`src/rtl/grant_dispatch16.sv`:
```
// Request-side companion to a 16-client lowest-index-wins arbiter.
// Latches request pulses into the arbiter's r vector and dispatches each grant as an index over valid/ready.
module grant_dispatch16 #(
    parameter int unsigned N  = 16,
    parameter int unsigned IW = 4
) (
    input  logic          clk,
    input  logic          rst_n,
    input  logic [N-1:0]  req_set,
    output logic [N-1:0]  r,
    input  logic [N-1:0]  g,
    output logic          out_valid,
    output logic [IW-1:0] out_idx,
    input  logic          out_ready,
    output logic [IW:0]   pending_cnt,
    output logic          ovf,
    output logic          err_grant,
    input  logic          err_clr
);

    typedef enum logic [0:0] {
        ST_IDLE    = 1'b0,
        ST_PRESENT = 1'b1
    } state_t;

    state_t        r_state;
    state_t        w_state_next;
    logic [N-1:0]  r_pend;
    logic [IW-1:0] r_idx;
    logic [IW-1:0] w_idx_next;
    logic          r_valid;
    logic          w_valid_next;
    logic [IW:0]   r_cnt;
    logic          r_ovf;
    logic          r_err;

    logic          w_accept;
    logic [N-1:0]  w_clr_mask;
    logic [N-1:0]  w_r_next;
    logic          w_dup;
    logic          w_onehot;
    logic          w_legal;
    logic          w_bad_grant;
    logic [IW-1:0] w_enc;
    logic [IW:0]   w_cnt_next;

    // Handshake retirement and pending-vector update; a same-cycle set overrides the clear
    assign w_accept   = (r_state == ST_PRESENT) && out_ready;
    assign w_clr_mask = w_accept ? (N'(1) << r_idx) : '0;
    assign w_r_next   = (r_pend & ~w_clr_mask) | req_set;
    assign w_dup      = |(req_set & r_pend & ~w_clr_mask);

    // A legal grant is exactly one-hot and only grants a pending client
    assign w_onehot   = (g != '0) && ((g & (g - N'(1))) == '0);
    assign w_legal    = w_onehot && ((g & ~r_pend) == '0);

    always_comb begin
        w_enc = '0;
        for (int i = 0; i < int'(N); i++) begin
            if (g[i]) begin
                w_enc = w_enc | IW'(i);
            end
        end
    end

    always_comb begin
        w_cnt_next = '0;
        for (int i = 0; i < int'(N); i++) begin
            w_cnt_next = w_cnt_next + (IW+1)'(w_r_next[i]);
        end
    end

    // Next-state and next-output logic
    always_comb begin
        w_state_next = r_state;
        w_idx_next   = r_idx;
        w_bad_grant  = 1'b0;
        case (r_state)
            ST_IDLE: begin
                if (r_pend != '0) begin
                    if (w_legal) begin
                        w_idx_next   = w_enc;
                        w_state_next = ST_PRESENT;
                    end else begin
                        w_bad_grant  = 1'b1;
                    end
                end
            end
            ST_PRESENT: begin
                if (out_ready) begin
                    w_state_next = ST_IDLE;
                end
            end
            default: begin
                w_state_next = ST_IDLE;
            end
        endcase
        w_valid_next = (w_state_next == ST_PRESENT);
    end

    always_ff @(posedge clk or negedge rst_n) begin
        if (!rst_n) begin
            r_state <= ST_IDLE;
            r_pend  <= '0;
            r_idx   <= '0;
            r_valid <= 1'b0;
            r_cnt   <= '0;
        end else begin
            r_state <= w_state_next;
            r_pend  <= w_r_next;
            r_idx   <= w_idx_next;
            r_valid <= w_valid_next;
            r_cnt   <= w_cnt_next;
        end
    end

    // Sticky error flags; a new event in the clear cycle keeps the flag set
    always_ff @(posedge clk or negedge rst_n) begin
        if (!rst_n) begin
            r_ovf <= 1'b0;
            r_err <= 1'b0;
        end else begin
            r_ovf <= w_dup       | (r_ovf & ~err_clr);
            r_err <= w_bad_grant | (r_err & ~err_clr);
        end
    end

    assign r           = r_pend;
    assign out_valid   = r_valid;
    assign out_idx     = r_idx;
    assign pending_cnt = r_cnt;
    assign ovf         = r_ovf;
    assign err_grant   = r_err;

endmodule

```
`config.mk`:
```
export PLATFORM = sky130hd
export DESIGN_NAME = grant_dispatch16
export DESIGN_NICKNAME = d
export VERILOG_FILES = /design/src/rtl/grant_dispatch16.sv
export SDC_FILE = /design/constraint.sdc
export NUM_CORES = 1
export LEC_CHECK = 0
export CAP_MARGIN = 20
export CORE_AREA = 2 2 57 59
export DETAILED_ROUTE_END_ITERATION = 7
export DIE_AREA = 0 0 59 61
export DONT_BUFFER_PORTS = 1
export GPL_ROUTABILITY_DRIVEN = 0
export MAX_ROUTING_LAYER = met4
export PLACE_DENSITY = 0.91
export SLEW_MARGIN = 30
export SYNTH_ARGS = -nofsm -noshare
export SYNTH_HDL_FRONTEND = slang
export SYNTH_SLANG_ARGS = --single-unit
```
`constraint.sdc`:
```
create_clock -name clk -period 8.3 [get_ports clk]
set_clock_uncertainty 0.2 [all_clocks]
set_input_delay 0.415 -clock clk [delete_from_list [all_inputs] [get_ports clk]]
set_output_delay 0.415 -clock clk [all_outputs]
set_load 0.02 [all_outputs]
```
==> results of run 1 <==
==> synthesized netlist by cell type (all sizes together), types with 4 or more instances <==
| cell type | instances | area [um2] |
|---|---|---|
| nor4 | 7 | 43.8 |
| nor2 | 8 | 37.5 |
| nand3 | 17 | 85.1 |
| a21o | 14 | 105 |
| dfrtp | 28 | 701 |
| nand2 | 19 | 73.8 |
| a21oi | 9 | 45.0 |
| inv | 29 | 109 |
| fa | 10 | 200 |
| ha | 5 | 62.6 |
| nand2b | 7 | 43.8 |
| nor3 | 8 | 56.3 |
| o21ai | 6 | 30.0 |
| nand4 | 4 | 40.0 |
==> report_power, final <==
group          total (W)  internal (W)  switching (W)  leakage [nW]
sequential      0.000137      0.000136   0.0000000727         0.287
clock          0.0000676     0.0000268      0.0000408        0.0210
combinational  0.0000194    0.00000882      0.0000106         0.563
total           0.000224      0.000172      0.0000514         0.870
==> cells by family (layout without fill, tap and decap cells) <==
group / Yosys count / in the layout / synth area share, %
AOI/OAI and AO/OA: 45 / 45 / 16.4
xor gates and xnor gates: 2 / 2 / 0.888
adders and majority gates: 16 / 16 / 13.8
buffers and inverters: 29 / 39 / 5.52
DFF: 28 / 28 / 35.5
muxes: 5 / 5 / 3.30
and+or+nand+nor: 84 / 84 / 24.5
==> critical path, delay by kind of cell (launching register included) <==
family | cells | cell delay [ns]
buffers and inverters | 3 | 0.18
adders and majority gates | 6 | 2.57
AOI/OAI and AO/OA | 2 | 0.35
and+or+nand+nor | 4 | 0.90
DFF | 1 | 0.54
==> flip-flops by register name (all words and copies together) (netlist names) <==
name and cells:
ovf 1, err_grant 1, out_valid 1, pending_cnt 5, r 16, out_idx 4
==> final cells by class <==
| class | instances | area [um2] | area share [%] |
|---|---|---|---|
| clock buffer | 4 | 36.3 | 1.71 |
| timing repair buffer | 6 | 70.1 | 3.30 |
| multi-input combinational | 152 | 1160 | 54.9 |
| tap | 33 | 41.3 | 1.95 |
| inverter | 29 | 109 | 5.13 |
| sequential | 28 | 701 | 33.0 |
==> metal layers <==
metal,track usage (%),up-vias
met5,-,-
met4,12.3,0
met3,6.40,28
met2,51.7,106
met1,38.1,793
li1,-,775
==> metrics by stage <==
step	cell area [um2]	instances	setup WS (ns)
detailed placement	2010	242	3.52
global placement	2010	242	3.67
floorplan	1970	209	3.88
global route	2120	252	3.12
finish	2120	252	3.49
CTS	2110	251	3.48
==> how the worst min path moves through the flow <==
stage,endpoint,slack (ns),cells after the start
final,r[0],0.008,2
after global routing,r[0],0.003,2
after CTS,r[4],0.0005,1
after detailed placement,r[0],-0.08,0
after global placement,r[0],-0.08,0
after floorplan,err_grant,-0.08,0
==> results.py, run 1 <==
metrics = {
    "run_status": {
        "status": "finished, final reports clean",
    },
    "synthesis": {
        "yosysWarningCount": 0,
        "syn_area_per_cell_um2": 9.44,
        "async_reset_ff_share_pct": 100,
        "synth_area_mm2": 0.00197,
        "synth_cell_types": 44,
        "ys_ff_latch": 28,
        "syn-instance-count": 209,
        "ys.flop_type": "dfrtp_1",
        "synth_edf_count": 0,
        "yosysSeqAreaShare_pct": 35.5,
        "synth_nets": 260,
    },
    "setup_path": {
        "crit_type": "register to register",
        "slowest_stage": "fa_1",
        "cp.required_ns": 8.38,
        "path_cells": "nand2_1 > nor3b_1 > nand2_1 > a21o_1 > fa_1 > fa_1 > fa_1 > inv_1 > fa_1 > inv_1 > ha_1 > inv_1 > fa_1 > nor2b_1 > o21a_1",
        "timing.critical_path.to": "pending_cnt[4]",
        "r2r_end": "pending_cnt[4]",
        "worst_setup_path_start_kind": "register",
        "r2r-start": "out_valid",
        "reg2reg_depth": 15,
        "crit_arrival_ns": 4.89,
        "rrSetupSlack_ns": 3.49,
        "end_kind": "register",
        "critPathMaxStageDelay_ns": 0.56,
        "critPathMaxFanout": 5,
        "path_common_cell": "fa_1",
        "critPathLaunch": "out_valid",
    },
    "power": {
        "vdd_drop_max_uv": 76.2,
        "total_power_w": 0.000224,
        "power_density_mw_per_mm2": 105,
        "leakage_nw": 0.870,
    },
    "sta": {
        "hold_slack_ns": 0.00751,
        "tns_ns": 0,
        "setup_viol": 0,
        "worstMarginPinSlew_ns": 0.648,
        "slew_violations": 0,
        "finalCritPeriodShare_pct": 58.0,
        "finalHoldViolations": 0,
        "fmaxAchievable_mhz": 208,
        "relSlewSlack_pct": 56.7,
        "rsz0062_at_grt": "no",
        "period_minus_slack_ns": 4.81,
    },
    "cells_and_area": {
        "diodes": 0,
        "final.fill_count": 216,
        "area_growth_pct": 7.48,
        "nNetsFinal": 271,
        "final_cell_mix": "inv_1 (29), dfrtp_1 (28), nand2_1 (18)",
        "final_common_cell": "inv_1",
        "fin_util_pct": 71.8,
        "drive_gt1_share_pct": 7.76,
    },
    "clocking": {
        "clockBufferDepth": 2,
        "cts_buffers": 3,
        "path_clk_slew_ns": 0.16,
        "clock_latency_ns": 0.33,
        "ctsHoldBuffers": 5,
        "h-tree-depth": 1,
        "numClockSinks": 28,
        "cts_setup_buffers": 0,
        "cts_resized": 0,
        "tritoncts": "built",
        "cts-root-buf": "clkbuf_4",
    },
    "placed_design": {
        "dp_hpwl_um": 4040,
        "io_buffers": 0,
    },
    "route": {
        "wl_met3_um": 506,
        "ant_nets": 0,
        "num_vias": 1702,
        "met2WireLength_um": 2480,
        "drt_wl_total_um": 5040,
        "first_iter_violations": 153,
        "wire_per_inst_um": 20.0,
        "met1_length_um": 1850,
        "top_layer": "met4",
        "drc": 0,
        "vias_per_cell": 6.75,
        "firstDrtPassIters": 4,
    },
    "global_routing": {
        "overflow": 0,
        "grt_pass1_vias": 1711,
        "antenna_found_initial": 0,
        "grt_max_degree": 29,
        "grt_util_all_layers_pct": 31.4,
        "grt_pass1_wl_um": 8010,
    },
    "die": {
        "die_w_um": 59,
        "rows": 20,
        "die_y_um": 61,
        "core_mm2": 0.00295,
        "die_area_mm2": 0.00360,
        "io_pins": 64,
        "initial_core_util_pct": 66.8,
    },
    "min_path": {
        "hp-start": "req_set[0]",
        "hp-class": "primary input to register",
    },
    "job": {
        "maxCapViolCount": 0,
    },
}
Power figures use the tool's default switching activity.
==> run 2: changes to the inputs <==
--- a/config.mk
+++ b/config.mk
@@ -6,13 +6,13 @@
 export NUM_CORES = 1
 export LEC_CHECK = 0
 export CAP_MARGIN = 20
-export CORE_AREA = 2 2 57 59
+export CORE_AREA = 2 2 62 64
 export DETAILED_ROUTE_END_ITERATION = 7
-export DIE_AREA = 0 0 59 61
+export DIE_AREA = 0 0 64 66
 export DONT_BUFFER_PORTS = 1
 export GPL_ROUTABILITY_DRIVEN = 0
 export MAX_ROUTING_LAYER = met4
-export PLACE_DENSITY = 0.91
+export PLACE_DENSITY = 0.82
 export SLEW_MARGIN = 30
 export SYNTH_ARGS = -nofsm -noshare
 export SYNTH_HDL_FRONTEND = slang
==> constraint.sdc (replaced) <==
create_clock -name clk -period 4.32 [get_ports clk]
set_clock_uncertainty 0.2 [all_clocks]
set_input_delay 0.216 -clock clk [delete_from_list [all_inputs] [get_ports clk]]
set_output_delay 0.216 -clock clk [all_outputs]
set_load 0.02 [all_outputs]
==> run 2 against run 1 <==
Final cell count grew 25%. Worst hold slack gained 0.010 ns. Critical path type unchanged. Critical endpoint is now pending_cnt[1]. Sequential share of layout area shrank 6.1 points. Register-to-register slack lost 3.5 ns. Highest routed layer unchanged. The flow now finishes with violations (negative setup slack). Setup slack lost 3.5 ns. Largest power group unchanged. Sequential power grew 91%.
==> results.py, run 2 (synthesis results as in run 1) <==
metrics = {
    "placed_design": {
        "io_buffers": 0,
        "dp_hpwl_um": 4610,
        "placed_area_mm2": 0.00217,
    },
    "sta": {
        "slew_violations": 0,
        "worstMarginPinSlew_ns": 0.440,
        "finalHoldViolations": 0,
        "period_minus_slack_ns": 4.33,
        "rsz0062_at_grt": "yes",
        "relSlewSlack_pct": 70.4,
        "setup_slack_ns": -0.0110,
        "finalCritPeriodShare_pct": 100,
        "fmaxAchievable_mhz": 231,
        "setup_viol": 1,
    },
    "setup_path": {
        "worst_setup_path_start_kind": "register",
        "r2r_end": "pending_cnt[1]",
        "reg2reg_depth": 13,
        "crit_type": "register to register",
        "path_delay_family": "adder cells",
        "path_common_cell": "fa_1",
        "cp.required_ns": 4.37,
        "end_kind": "register",
        "rrSetupSlack_ns": -0.01,
        "crit_arrival_ns": 4.38,
        "critical_path_buf_inv_count": 4,
        "critPathMaxFanout": 5,
        "slowest_stage": "fa_1",
        "path_cells": "nor3b_4 > nand2_1 > a21o_1 > fa_1 > fa_1 > fa_1 > inv_1 > fa_1 > inv_1 > ha_2 > inv_2 > fa_2 > inv_2",
        "r2r-start": "out_idx[1]",
        "critPathMaxStageDelay_ns": 0.55,
    },
    "min_path": {
        "hp-class": "primary input to register",
        "whs_endpoint": "out_idx[3]",
        "hp-start": "g[8]",
        "hold_path_depth": 3,
    },
    "route": {
        "firstDrtPassIters": 7,
        "ant_nets": 0,
        "wire_per_inst_um": 20.0,
        "first_iter_violations": 179,
        "drt_wl_total_um": 6290,
        "top_layer": "met4",
        "met1_length_um": 2290,
        "met2WireLength_um": 3140,
        "wl_met3_um": 660,
        "drc": 0,
        "vias_per_cell": 6.36,
        "num_vias": 1998,
    },
    "clocking": {
        "cts_buffers": 3,
        "tritoncts": "built",
        "clock_latency_ns": 0.34,
        "cts-root-buf": "clkbuf_4",
        "h-tree-depth": 1,
        "path_clk_slew_ns": 0.15,
        "clockBufferDepth": 2,
        "numClockSinks": 28,
    },
    "cells_and_area": {
        "multi_input_area_mm2": 0.00120,
        "area_growth_pct": 32.6,
        "nNetsFinal": 318,
        "fin_area_mm2": 0.00262,
        "diodes": 0,
        "largest_register_ffs": 16,
        "fin_util_pct": 73.7,
        "final_cell_mix": "dlygate4sd3_1 (31), inv_1 (26), dfrtp_1 (24)",
        "drive_gt1_share_pct": 20.7,
        "final_common_cell": "dlygate4sd3_1",
        "regArea_um2": 706,
        "final.fill_count": 256,
    },
    "die": {
        "die_y_um": 66,
        "rows": 22,
        "core_mm2": 0.00355,
        "die_area_mm2": 0.00422,
        "io_pins": 64,
        "initial_core_util_pct": 55.6,
        "die_w_um": 64,
    },
    "global_routing": {
        "grt_util_all_layers_pct": 30.8,
        "antenna_found_initial": 0,
        "overflow": 0,
        "grt_pass1_vias": 2010,
        "grt_max_degree": 29,
        "grt_pass1_wl_um": 9490,
    },
    "job": {
        "maxCapViolCount": 0,
    },
    "power": {
        "total_power_w": 0.000495,
        "leakage_nw": 1.07,
        "vdd_drop_max_uv": 245,
        "power_density_mw_per_mm2": 189,
    },
    "run_status": {
        "failed_checks": "negative setup slack",
        "status": "finished, violations left",
    },
}
## run 2: final cells by class
cell class                      count  share of cell area [%]
Tap cell                           48                    2.30
Inverter                           29                    4.16
Multi-Input combinational cell    152                    45.9
Clock buffer                        3                   0.861
Timing Repair Buffer               53                    18.7
Sequential cell                    28                    27.0
Clock inverter                      1                    1.15
## run 2: where the power goes
group | switching, W | leakage [nW] | internal (W)
clock network | 0.0000818 | 0.0279 | 0.0000939
registers | 0.0000000929 | 0.281 | 0.000262
logic | 0.0000266 | 0.762 | 0.0000300
## run 2: worst max-delay path by stage
stage | from | slack [ns] | to | cells past startpoint
3_3_place_gp | out_valid | 0.06 | pending_cnt[4] | 15
3_5_place_dp | out_valid | -0.04 | pending_cnt[4] | 15
6_report | out_idx[1] | -0.01 | pending_cnt[1] | 13
5_1_grt | out_valid | -0.10 | pending_cnt[4] | 15
2_1_floorplan | out_valid | 0.01 | pending_cnt[4] | 16
4_1_cts | out_valid | 0.007 | pending_cnt[3] | 14
## run 2: tightest hold or removal path, cell delays in order
cell and delay (ns):
o31ai_4 0.07, nand4_4 0.16, mux2i_1 0.09
## run 2: stage by stage
stage	hold WS, ns	TNS (ns)	std cells	setup slack [ns]
floorplan	-0.280	0	209	0.0128
global placement	-0.279	0	274	0.0578
detailed placement	-0.279	-0.0414	274	-0.0412
CTS	0.000312	0	312	0.00726
global route	0.0194	-0.196	314	-0.104
finish	0.0179	-0.0110	314	-0.0110
## run 2: per-layer routing
metal	up-vias	track usage, %
met5	-	-
met4	0	11.1
met3	27	6.47
met2	152	54.0
met1	960	35.0
li1	859	-
## run 2: what timing repair did
item	CTS	global route
setup endpoints to repair	4	4
cloned	0	0
hold buffers	31	1
buffers inserted	3	1
endpoints found under the hold margin	52	1
gates resized for setup	10	8
pin swaps	5	7
